<file path="src/rtl/memory_byte_sequencer_pkg.sv">
// Shared width codes and request-decode helpers for the byte-wide load/store sequencer.
// The decode stage and the load-extension logic import these so both agree on funct3 meaning.
package memory_byte_sequencer_pkg;

    localparam logic [2:0] FUNCT3_B  = 3'b000;
    localparam logic [2:0] FUNCT3_H  = 3'b001;
    localparam logic [2:0] FUNCT3_W  = 3'b010;
    localparam logic [2:0] FUNCT3_BU = 3'b100;
    localparam logic [2:0] FUNCT3_HU = 3'b101;

    // Unsigned widths only make sense for loads, so 1xx with a store is rejected too.
    function automatic logic funct3_illegal(input logic [2:0] funct3, input logic is_write);
        return (funct3 == 3'b011) || (funct3 == 3'b110) || (funct3 == 3'b111) ||
               (funct3[2] && is_write);
    endfunction

    // Index of the final byte beat: 0, 1 or 3 for byte, half and word accesses.
    function automatic logic [1:0] last_idx(input logic [2:0] funct3);
        logic [1:0] result;
        case (funct3[1:0])
            2'b00:   result = 2'd0;
            2'b01:   result = 2'd1;
            default: result = 2'd3;
        endcase
        return result;
    endfunction

endpackage

</file>
<file path="src/rtl/memory_byte_sequencer_load_extend.sv">
// Sign/zero extension of a little-endian assembled load value according to its width code.
// Purely combinational so a future cached load path can reuse it unchanged.
module memory_byte_sequencer_load_extend
    import memory_byte_sequencer_pkg::*;
(
    input  logic [31:0] assembled,
    input  logic [2:0]  funct3,
    output logic [31:0] extended
);

    always_comb begin
        extended = assembled;
        case (funct3)
            FUNCT3_B:  extended = {{24{assembled[7]}}, assembled[7:0]};
            FUNCT3_BU: extended = {24'h000000, assembled[7:0]};
            FUNCT3_H:  extended = {{16{assembled[15]}}, assembled[15:0]};
            FUNCT3_HU: extended = {16'h0000, assembled[15:0]};
            default:   extended = assembled;
        endcase
    end

endmodule

</file>
<file path="src/rtl/memory_byte_sequencer.sv">
// Splits one RISC-V load/store into 1, 2 or 4 single-byte memory cycles (little-endian)
// and assembles/extends load results, pulsing done once per request.
module memory_byte_sequencer
    import memory_byte_sequencer_pkg::*;
#(
    parameter logic [31:0] BASE_IDLE_ADDR = 32'h0000_0000
) (
    input  logic        clk,
    input  logic        reset_n,
    input  logic        start,
    input  logic [31:0] address,
    input  logic        write,
    input  logic [2:0]  funct3,
    input  logic [31:0] write_value,
    output logic [31:0] read_value,
    output logic        busy,
    output logic        done,
    output logic        error,
    output logic [31:0] mem_address,
    output logic [7:0]  mem_write_data,
    output logic        mem_write_enable,
    input  logic [7:0]  mem_read_data
);

    typedef enum logic [1:0] {
        ST_IDLE   = 2'd0,
        ST_ACCESS = 2'd1,
        ST_FINISH = 2'd2
    } state_t;

    state_t      state_q, state_d;
    logic [31:0] addr_q, addr_d;
    logic        write_q, write_d;
    logic [2:0]  funct3_q, funct3_d;
    logic [31:0] wdata_q, wdata_d;
    logic [1:0]  idx_q, idx_d;
    logic [31:0] asm_q, asm_d;
    logic [31:0] read_value_q, read_value_d;
    logic        error_q, error_d;

    logic [7:0]  wbyte [0:3];
    logic [31:0] asm_next;
    logic [31:0] load_ext;

    // Lane mux: store lane select and load lane insertion for the current beat.
    generate
        for (genvar gi = 0; gi < 4; gi++) begin : g_lane
            assign wbyte[gi] = wdata_q[8*gi +: 8];
            assign asm_next[8*gi +: 8] = (idx_q == 2'(gi)) ? mem_read_data : asm_q[8*gi +: 8];
        end
    endgenerate

    // Extension sees the final byte in the same cycle, so read_value is ready with done.
    memory_byte_sequencer_load_extend u_load_extend (
        .assembled (asm_next),
        .funct3    (funct3_q),
        .extended  (load_ext)
    );

    always_comb begin
        state_d          = state_q;
        addr_d           = addr_q;
        write_d          = write_q;
        funct3_d         = funct3_q;
        wdata_d          = wdata_q;
        idx_d            = idx_q;
        asm_d            = asm_q;
        read_value_d     = read_value_q;
        error_d          = error_q;
        busy             = (state_q != ST_IDLE);
        done             = (state_q == ST_FINISH);
        mem_address      = BASE_IDLE_ADDR;
        mem_write_data   = 8'h00;
        mem_write_enable = 1'b0;

        case (state_q)
            ST_IDLE: begin
                if (start) begin
                    error_d      = funct3_illegal(funct3, write);
                    read_value_d = 32'h0;
                    asm_d        = 32'h0;
                    if (funct3_illegal(funct3, write)) begin
                        state_d = ST_FINISH;
                    end else begin
                        addr_d   = address;
                        write_d  = write;
                        funct3_d = funct3;
                        wdata_d  = write_value;
                        idx_d    = 2'd0;
                        state_d  = ST_ACCESS;
                    end
                end
            end
            ST_ACCESS: begin
                mem_address = addr_q + {30'h0, idx_q};
                if (write_q) begin
                    mem_write_enable = 1'b1;
                    mem_write_data   = wbyte[idx_q];
                end else begin
                    asm_d = asm_next;
                end
                if (idx_q == last_idx(funct3_q)) begin
                    state_d = ST_FINISH;
                    if (!write_q) begin
                        read_value_d = load_ext;
                    end
                end else begin
                    idx_d = idx_q + 2'd1;
                end
            end
            ST_FINISH: begin
                state_d = ST_IDLE;
            end
            default: begin
                state_d = ST_IDLE;
            end
        endcase
    end

    always_ff @(posedge clk or negedge reset_n) begin
        if (!reset_n) begin
            state_q      <= ST_IDLE;
            addr_q       <= 32'h0;
            write_q      <= 1'b0;
            funct3_q     <= 3'b000;
            wdata_q      <= 32'h0;
            idx_q        <= 2'd0;
            asm_q        <= 32'h0;
            read_value_q <= 32'h0;
            error_q      <= 1'b0;
        end else begin
            state_q      <= state_d;
            addr_q       <= addr_d;
            write_q      <= write_d;
            funct3_q     <= funct3_d;
            wdata_q      <= wdata_d;
            idx_q        <= idx_d;
            asm_q        <= asm_d;
            read_value_q <= read_value_d;
            error_q      <= error_d;
        end
    end

    assign read_value = read_value_q;
    assign error      = error_q;

endmodule

</file>
<file path="config.mk">
export PLATFORM = sky130hd
export DESIGN_NAME = memory_byte_sequencer
export DESIGN_NICKNAME = d
export VERILOG_FILES = /design/src/rtl/memory_byte_sequencer_pkg.sv /design/src/rtl/memory_byte_sequencer_load_extend.sv /design/src/rtl/memory_byte_sequencer.sv
export SDC_FILE = /design/constraint.sdc
export NUM_CORES = 1
export LEC_CHECK = 0
export ABC_AREA = 1
export CAP_MARGIN = 10
export CORE_MARGIN = 2
export CORE_UTILIZATION = 55
export CTS_BUF_LIST = sky130_fd_sc_hd__clkbuf_8
export DETAILED_ROUTE_END_ITERATION = 10
export GPL_ROUTABILITY_DRIVEN = 1
export PLACE_DENSITY = 0.89
export SLEW_MARGIN = 20
export SYNTH_ARGS = -nofsm -noshare
export SYNTH_HDL_FRONTEND = slang
export SYNTH_HIERARCHICAL = 1
export SYNTH_SLANG_ARGS = --single-unit
</file>
<file path="constraint.sdc">
create_clock -name clk -period 3.9 [get_ports clk]
set_input_delay 0.39 -clock clk [delete_from_list [all_inputs] [get_ports clk]]
set_output_delay 0.39 -clock clk [all_outputs]
set_load 0.02 [all_outputs]
</file>
==> Yosys cells after proc, flatten, opt, wreduce, memory -nomap -nowiden <==
Index checks and enable logic that the tools add are counted.
W data, S select, Z words.
{ "classes": {"eq_ne": 18, "reduce_logical": 16, "bitwise": 2, "n_lt_le_gt_ge": 1, "mux": 29, "add_sub_neg": 2} }
{ "ops": {"columns": ["op", "count"], "rows": [
  ["$mux W32", 5],
  ["$pmux W32 S2", 2],
  ["$pmux W32 S4", 1],
  ["$mux W8", 8],
  ["$add A32 B2 Y32", 1],
  ["$bmux W8 S2", 1],
  ["$mux W2", 7],
  ["$eq A3 B3 Y1 const B", 4],
  ["$pmux W2 S2", 3],
  ["$ne A2 B2 Y1 const B", 5],
  ["$reduce_and A4 Y1", 2],
  ["$eq A2 B1 Y1 const B", 3],
  ["$eq A2 B2 Y1 const B", 3],
  ["$logic_not A2 Y1", 3],
  ["$reduce_and A3 Y1", 2],
  ["$reduce_and A2 Y1", 2],
  ["$reduce_bool A2 Y1", 2],
  ["$eq A3 B1 Y1 const B", 1],
  ["$eq A3 B2 Y1 const B", 1],
  ["$ge A3 B3 Y1 const B", 1],
  ["$logic_not A3 Y1", 1],
  ["$logic_or A1 B1 Y1", 3],
  ["$not A2 Y3", 1],
  ["$add A2 B1 Y2 const B", 1],
  ["other kinds (4)", 5]
]} }
{ "word_totals": {"in_bits": 79, "reg_bits": 137} }

==> Depth between registers and ports, before layout <==
Gate-level depths: netlist of the first run.
{ "logic_depth": {"word_depth": 7, "mapped_depth": 15, "depth_no_buf": 11} }

==> By module <==
Netlist of the first run, hierarchy kept.
{ "by_module_without_submodules": {"columns": ["mod", "area_each_um2", "n_inst", "cells_each"], "rows": [
  ["memory_byte_sequencer", 7258.2, 1, 1006],
  ["memory_byte_sequencer_load_extend", 370.4, 1, 70]
]} }

==> Worst setup path before layout of the first run <==
OpenSTA, ideal clock, no wires.
{ "synth_timing": {"path_type": "register to register", "start": "reg idx_q[0]", "end": "reg read_value_q[24] (netlist: read_value[24])", "path_stages_with_launch": 16, "period_less_slack_ns": 2.484, "setup_time_ns": 0.065, "setup_slack_ns": 1.416, "arrival_ns": 2.419, "n_path_buf": 4, "path_cell_list": "dfrtp_1 > buf_4 > inv_1 > clkbuf_1 > ha_1 > clkbuf_1 > nand2_1 > o21ai_0 > inv_1 > nor2_1 > nand2_2 > buf_6 > nand3_1 > nand2_1 > nand3b_1 > nand2_1"} }
{ "synth_between": {"elab_chain_cells": 6} }
{ "synth_lines": {"columns": ["item", "line_no", "rtl"], "rows": [
  ["from (decl)", "memory_byte_sequencer.sv:36", "logic [1:0] idx_q, idx_d;"],
  ["from (signal assigned)", "memory_byte_sequencer.sv:137", "idx_q <= idx_d;"],
  ["$logic_not A2 Y1", "memory_byte_sequencer.sv:49", "assign asm_next[8*gi +: 8] = (idx_q == 2'(gi)) ? mem_read_data : asm_q[8*gi +: 8];"],
  ["$mux W8", "memory_byte_sequencer.sv:49", null],
  ["named net asm_next[7]", "memory_byte_sequencer.sv:42", "logic [31:0] asm_next;"],
  ["$pmux W32 S4", "memory_byte_sequencer_load_extend.sv:13", "case (funct3)"],
  ["named net load_ext[24]", "memory_byte_sequencer.sv:43", "logic [31:0] load_ext;"],
  ["$mux W32", "memory_byte_sequencer.sv:104", "if (!write_q) begin"],
  ["$mux W32", "memory_byte_sequencer.sv:102", "if (idx_q == last_idx(funct3_q)) begin"],
  ["$pmux W32 S2", "memory_byte_sequencer.sv:76", "case (state_q)"],
  ["to (signal assigned)", "memory_byte_sequencer.sv:139", "read_value_q <= read_value_d;"],
  ["to (decl)", "memory_byte_sequencer.sv:38", "logic [31:0] read_value_q, read_value_d;"]
]} }
The timed path passes the listed nets, and every way through them passes these cells. The select of a mux whose other input is x is not followed.
A chain may end at the register's enable or synchronous reset.

==> Final worst setup path of the first run <==
{ "layout_timing": {"start": "reg idx_q[1]", "end": "out mem_address[12]"} }
{ "layout_between": {"elab_chain_cells": 2} }
{ "layout_lines": {"columns": ["item", "line_no", "rtl"], "rows": [
  ["$add A32 B2 Y32", "memory_byte_sequencer.sv:95", "mem_address = addr_q + {30'h0, idx_q};"],
  ["$mux W32", "memory_byte_sequencer.sv:76", null],
  ["to (decl)", "memory_byte_sequencer.sv:19", "output logic [31:0] mem_address,"]
]} }
No other way between the ends.

==> run_results.csv, run 1 <==
group,metric,value,unit
pwr,p_sw,2.814,mW
sta,drv_slew,0,
global_routing,antenna_found_initial,0,
finish,n_fill_cell,1173,
worst_setup_path,critPathCaptureType,"output port",
flow_run,cap_violations,0,
routing,drt_iter0_drc,547,
finish,antenna_cells,0,
place,place_ws,0.9066,ns
logic_synthesis,ys_seq_area_share,44.94,%
logic_synthesis,yosysWarningCount,6,
global_routing,grt_first_pass_wirelength,31470,µm
logic_synthesis,synth_cell_type_count,26,
logic_synthesis,syn-num-nets,1162,
logic_synthesis,synth_seq_cells,137,
finish,synthToLayoutAreaGrowth,24.45,%
cts,cts_tree,"built",
pwr,post-layout-total-power,6.388,mW
worst_setup_path,reg2reg_from,"idx_q[1]",
sta,layout_min_cycle_time,3.414,ns
worst_setup_path,path_max_fanout,15,
hold_path,min_path_type,"input pin to async pin",
cts,cts_hold_buf,0,
global_routing,grt_max_degree,117,
pwr,combinationalPowerShare,45.0,%
worst_setup_path,rrSetupSlack,0.85,ns
worst_setup_path,worstSetupPathType,"flip-flop to output port",
worst_setup_path,start_kind,"flip-flop",
worst_setup_path,arrival,3.02,ns
sta,skew,0.01179,ns
sta,rsz0062_at_grt,"false",
cts,clock_path_buffers,2,
cts,post_cts_resized,0,
finish,fin_nets,1281,
routing,post_drt_wl_per_cell,13.94,µm
die,dieArea,14830,µm²
pwr,p_clk_share,17.9,%
routing,drt-total-wl,19350,µm
die,die_h,121.8,µm
die,design.core.area,13720,µm²
sta,max-slew-margin-rel,32.52,%
die,num_rows,43,
cts,clk-insertion-delay-late,0.46,ns
routing,drtAntennaViolNets,0,
die,pin_count,155,
logic_synthesis,netlist_area,7629,µm²
cts,clockRootBuffer,"clkbuf_8",
global_routing,grt_pass1_vias,6664,
routing,drc,0,
cts,clkTransAtPathRegs,0.08,ns
die,start_util,55.60,%
sta,setup_ws,0.4856,ns
routing,vias,7280,
pwr,ir_worst_vdd,415.1,µV
place,port_buffers,154,
routing,vias_per_cell,5.245,
worst_setup_path,reg2reg_depth,10,
place,place_hpwl,13490,µm
status,run_status,"finished clean",
pwr,p_leak,4.414,nW
finish,final_cell_mix,"nand2_1 (424), clkdlybuf4s50_1 (153), dfrtp_1 (137)",
cts,htree_levels,4,
finish,stdcell_area,9494,µm²
die,dieWidth,121.8,µm
finish,layout_commonest_cell,"nand2_1",
pwr,p_int,3.574,mW
worst_setup_path,worstPathRequired,3.51,ns
place,placed_cell_area,9111,µm²
sta,fin_tns_setup,0,ns
cts,numCtsBuffers,17,
place,place.gp.congestion,0.9444,
sta,finalCritPeriodShare,87.55,%
pwr,power_frac_seq,37.1,%
cts,cts_num_sinks,137,
global_routing,grt_remaining_overflow,0,
sta,max_slew.worst_pin.slew,1.009,ns
sta,finalHoldViolations,0,
sta,max_freq,292.9,MHz
finish,drive_above_1_share,5.050,%
sta,final-setup-viol-count,0,
worst_setup_path,reg2reg_to,"read_value[25]",
routing,firstDrtPassIters,6,
logic_synthesis,syn-instance-count,1076,
pwr,swShare,44.05,%
sta,timing.hold.ws,0.004004,ns
cts,cts_setup_buffers,0,
logic_synthesis,synth_area_per_cell,7.090,µm²
pwr,power_density,672.9,nW/µm²
global_routing,grtUsageTotal,26.86,%
how the worst max path moves through the flow:
stage                                  to  startpoint  slack, ns
after global routing       mem_address[5]  state_q[1]       0.32
after CTS                  mem_address[5]  state_q[1]       0.51
after detailed placement   read_value[25]    idx_q[1]       0.91
after floorplan            read_value[24]    idx_q[0]       1.42
final                     mem_address[12]    idx_q[1]       0.49
after global placement     mem_address[5]  state_q[1]       1.03
cells by family (layout without fill, tap and decap cells):
| family | Yosys count | after routing | share of synthesized area [%] |
|---|---|---|---|
| adder cells (fa/ha/maj) | 7 | 7 | 1.246 |
| XOR/XNOR | 7 | 7 | 0.8037 |
| buffers and inverters | 134 | 266 | 8.299 |
| AND/OR/NAND/NOR | 656 | 656 | 35.82 |
| AO/OA/AOI/OAI | 135 | 135 | 8.890 |
| flip-flops | 137 | 137 | 44.94 |
stage by stage:
step / util, % / cells
2_1_floorplan: - / 1076
3_3_place_gp: 66.41 / 1356
3_5_place_dp: 66.41 / 1356
4_1_cts: 69.18 / 1388
5_1_grt: 69.20 / 1388
6_report: 69.20 / 1388
cell type report:
type	count	area [µm²]	area share, %
Sequential cell	137	3428	36.11
Multi-Input combinational cell	805	3581	37.72
Timing Repair Buffer	163	1613	16.99
Clock inverter	14	132.6	1.397
Clock buffer	18	247.7	2.609
Inverter	71	266.5	2.807
Tap cell	180	225.2	2.372
synth_stat cells:
cell        n  area, µm²
xnor2_1     4      35.03
buf_4      20      150.1
nand3_2     2      20.02
nor2_2      6      37.54
nor3b_1     1      7.510
nand2_1   425       1595
nor2_1    113      424.2
clkinv_1    2      7.510
a21oi_1    20      100.1
fa_1        1      20.02
o21ai_1    40      200.2
nand3b_1   33      247.7
nor2_4      1      11.26
buf_6       4      45.04
o21ai_0    74      370.4
nand3_1    67      335.3
xor2_1      3      26.28
inv_1      66      247.7
ha_1        6      75.07
buf_2      20      100.1
inv_2       3      11.26
dfrtp_1   137       3428
o21a_1      1      7.510
nor3_2      1      10.01
clkbuf_1   19      71.32
nand2_2     7      43.79
critical path: stages (launching register included):
cell and delay, ns:
dfrtp_1 0.69, fa_1 0.32, nand2_1 0.12, nor2_2 0.19, nand2_1 0.14, nor2_1 0.14, o21ai_0 0.10, a21oi_1 0.21
clkdlybuf4s50_1 0.66
power by group through the flow:
stage	logic [mW]	clock network (mW)	registers, mW
final	2.88	1.14	2.37
after global routing	3.20	1.21	2.43
after CTS	2.87	1.15	2.36
after detailed placement	2.86	0	2.38
after global placement	2.79	0	2.36
after floorplan	1.94	0	2.39
state kept, by name (all words and copies together), names as in the netlist:
signal and flops:
addr_q 32, asm_q 32, read_value 32, wdata_q 32, funct3_q 3, idx_q 2
state_q 2, error 1, write_q 1
per-layer routing:
metal  share of wire [%]  up-vias  wire length, µm  global-route usage [%]
met5                   0        -                0                       0
met4                 2.8        0              544                   11.28
met3                 7.4       49             1427                   6.180
met2                  45      307             8797                   40.96
met1                  44     3315             8580                   37.03
li1                    -     3609                -                       -
Power figures use the tool's default switching activity.
==> inputs of run 2 (changes only) <==
CAP_MARGIN = 20   (was 10)
==> results of run 2 <==
Same layout as run 1: the final DEF is identical, and so are final timing and power.
==> inputs of run 3 (changes only) <==
ABC_AREA = unset   (was 1)
CAP_MARGIN = unset   (was 20)
==> run 3 against run 2 <==
  * Non-clock buffer count grew 1
  * Final cell count shrank 26%
  * Synthesized area shrank 4.8%
  * Register-to-register slack gained 0.39 ns
  * Routed wire length shrank 10%
  * Hold slack gained 0.48 ns
  * Sequential share of layout area grew 1.3 points
  * Critical endpoint is now mem_address[30]
  * Setup slack lost 0.34 ns
  * Maximum frequency shrank 9.0%
==> run_results.csv, run 3 <==
group,metric,value,unit
logic_synthesis,synth_compound_area_share,11.25,%
sta,rsz0062_at_grt,"false",
logic_synthesis,ys_top_cells_by_count,"nand2_1 (144), dfrtp_1 (137), o21ai_0 (126), mux2_2 (100), clkbuf_1 (47)",
routing,routed-wl-met2,8325,µm
worst_setup_path,start_kind,"flip-flop",
logic_synthesis,synth-xor-area-share,1.326,%
logic_synthesis,netlist_area,7264,µm²
sta,finalHoldViolations,0,
routing,firstDrtPassIters,7,
sta,max_slew.worst_pin.slew,0.8810,ns
pwr,ir_worst_vdd,356.1,µV
sta,max-slew-margin-rel,41.27,%
worst_setup_path,arrival,3.36,ns
finish,final_core_util,71.77,%
routing,drt_iter0_drc,451,
worst_setup_path,worstPathRequired,3.51,ns
routing,vias_per_cell,5.681,
cts,clkTransAtPathRegs,0.07,ns
sta,skew,0.01196,ns
cts,numCtsBuffers,17,
routing,wl_met3,1095,µm
sta,final-setup-viol-count,0,
status,run_status,"finished clean",
place,place.gp.congestion,0.8955,
logic_synthesis,synth_mux_area_share,19.27,%
worst_setup_path,crit_path_max_incr_delay,0.67,ns
die,dieWidth,118.9,µm
pwr,p_leak,3.782,nW
logic_synthesis,yosys.area.top_type_share,47.19,%
worst_setup_path,critPathSlowestCell,"or4_4",
sta,fin_tns_setup,0,ns
worst_setup_path,worstSetupPathType,"flip-flop to output port",
worst_setup_path,path_max_fanout,16,
routing,post_drt_wl_per_cell,16.86,µm
global_routing,grt_pass1_vias,5547,
logic_synthesis,syn-num-nets,819,
flow_run,cap_violations,0,
global_routing,grt_remaining_overflow,0,
finish,final_cell_mix,"clkdlybuf4s50_1 (148), nand2_1 (144), dfrtp_1 (137)",
finish,antenna_cells,0,
logic_synthesis,yosysWarningCount,6,
logic_synthesis,synth_edf_count,0,
logic_synthesis,synth_top_cell_by_area,"dfrtp_1",
sta,layout_min_cycle_time,3.752,ns
global_routing,grt_max_degree,80,
cts,clockRootBuffer,"clkbuf_8",
sta,finalCritPeriodShare,96.20,%
finish,drive_above_1_share,17.89,%
die,dieArea,14140,µm²
logic_synthesis,synth_top_family_by_area,"multiplexers",
finish,synthToLayoutAreaGrowth,26.20,%
global_routing,antenna_found_initial,0,
logic_synthesis,synth_seq_cells,137,
logic_synthesis,async_flop_share,100.0,%
cts,cts_tree,"built",
hold_path,min_path_type,"flip-flop to flip-flop",
logic_synthesis,synthAdderAreaFrac,1.309,%
cts,clk-insertion-delay-late,0.44,ns
pwr,power_density,703.2,nW/µm²
routing,drc,0,
routing,drtAntennaViolNets,0,
die,die_h,118.9,µm
logic_synthesis,post-synth-top-count-cell,"nand2_1",
routing,maxUsedRoutingLayer,"met4",
die,pin_count,155,
die,start_util,56.87,%
place,port_buffers,154,
logic_synthesis,synth_cell_type_count,43,
logic_synthesis,syn-instance-count,733,
worst_setup_path,critPathCaptureType,"output port",
worst_setup_path,path_buf_inv,1,
logic_synthesis,yosys.area_share.simple,15.21,%
routing,drt-total-wl,17410,µm
place,place_hpwl,11850,µm
logic_synthesis,ys.flop_type,"dfrtp_1",
die,design.core.area,12770,µm²
global_routing,grt_first_pass_wirelength,28150,µm
finish,layout_commonest_cell,"clkdlybuf4s50_1",
sta,drv_slew,0,
finish,fin_nets,937,
cts,cts_num_sinks,137,
worst_setup_path,path_cells,"ha_1, fa_1, nand3_2, or4_4, or4_1, a21oi_1, clkdlybuf4s50_1",
routing,wl_met1,7685,µm
cts,clock_path_buffers,2,
logic_synthesis,ys_seq_area_share,47.19,%
cts,htree_levels,4,
logic_synthesis,synth_area_leaders,"dfrtp_1 (47%), mux2_2 (16%), o21ai_0 (8.7%)",
worst_setup_path,crit_family,"simple AND/OR/NAND/NOR gates",
global_routing,grtUsageTotal,24.99,%
die,num_rows,41,
sta,max_freq,266.5,MHz
routing,vias,5868,
logic_synthesis,synth_area_per_cell,9.911,µm²
## run 3: logic make-up (layout without fill, tap and decap cells)
kind of cell | after synthesis | count (layout)
xor gates and xnor gates | 11 | 11
muxes | 117 | 117
and+or+nand+nor | 236 | 236
adders and majority gates | 7 | 7
DFF | 137 | 137
buffers and inverters | 71 | 199
AOI/OAI and AO/OA | 154 | 154
## run 3: cell type report
class / count / area, µm²
sequential: 137 / 3428
inverter: 6 / 22.52
clock buffer: 19 / 261.5
fill: 919 / 3606
tap: 172 / 215.2
timing repair buffer: 164 / 1633
clock inverter: 10 / 81.33
multi-input combinational: 525 / 3526
## run 3: path summary, 6_finish.rpt
check                                from         endpoint  slack (ns)  cells after the start
worst max-delay path            addr_q[0]  mem_address[30]        0.15                      7
worst min-delay path            asm_q[26]        asm_q[26]        0.48                      2
max in group asynchronous         reset_n       addr_q[19]        2.41                      3
worst min register to register  asm_q[26]        asm_q[26]        0.48                      2
worst max register to register   idx_q[1]   read_value[27]        1.24                      8
min in group asynchronous         reset_n       wdata_q[1]        0.54                      2
## run 3: what timing repair did
item	4_1_cts	5_1_grt
buffers inserted	0	0
gates resized for setup	1	5
endpoints found under the hold margin	2	0
setup endpoints to repair	6	5
hold buffers	1	0
## run 3: through the flow
| step | area [µm²] | setup WS, ns | power (mW) | cells | hold WS (ns) |
|---|---|---|---|---|---|
| final | 9168 | 0.1482 | 6.447 | 1033 | 0.4802 |
| after global routing | 9168 | 0.007196 | 6.863 | 1033 | 0.5038 |
| after CTS | 9155 | 0.1104 | 6.465 | 1033 | 0.4817 |
| after detailed placement | 8798 | 0.4319 | 5.409 | 1003 | 0.4663 |
| after global placement | 8798 | 0.4810 | 5.311 | 1003 | 0.4567 |
| after floorplan | 7264 | 0.9798 | 4.431 | 733 | 0.09441 |
## run 3: per-layer routing
layer | up-vias | global-route usage (%)
li1 | 2794 | -
met3 | 31 | 5.795
met5 | - | 0
met4 | 0 | 8.557
met1 | 2809 | 34.28
met2 | 234 | 39.30
## run 3: worst min-delay path, delay by kind of cell, from the launching register on
family / cells / cell delay (ns)
AND/OR/NAND/NOR: 1 / 0.04
flip-flops: 1 / 0.34
AO/OA/AOI/OAI: 1 / 0.06
## run 3: power by group
part	leakage [nW]	internal [mW]	switching, mW
clock	0.176	0.517	0.517
sequential	1.75	1.96	0.510
combinational	1.85	1.39	1.55
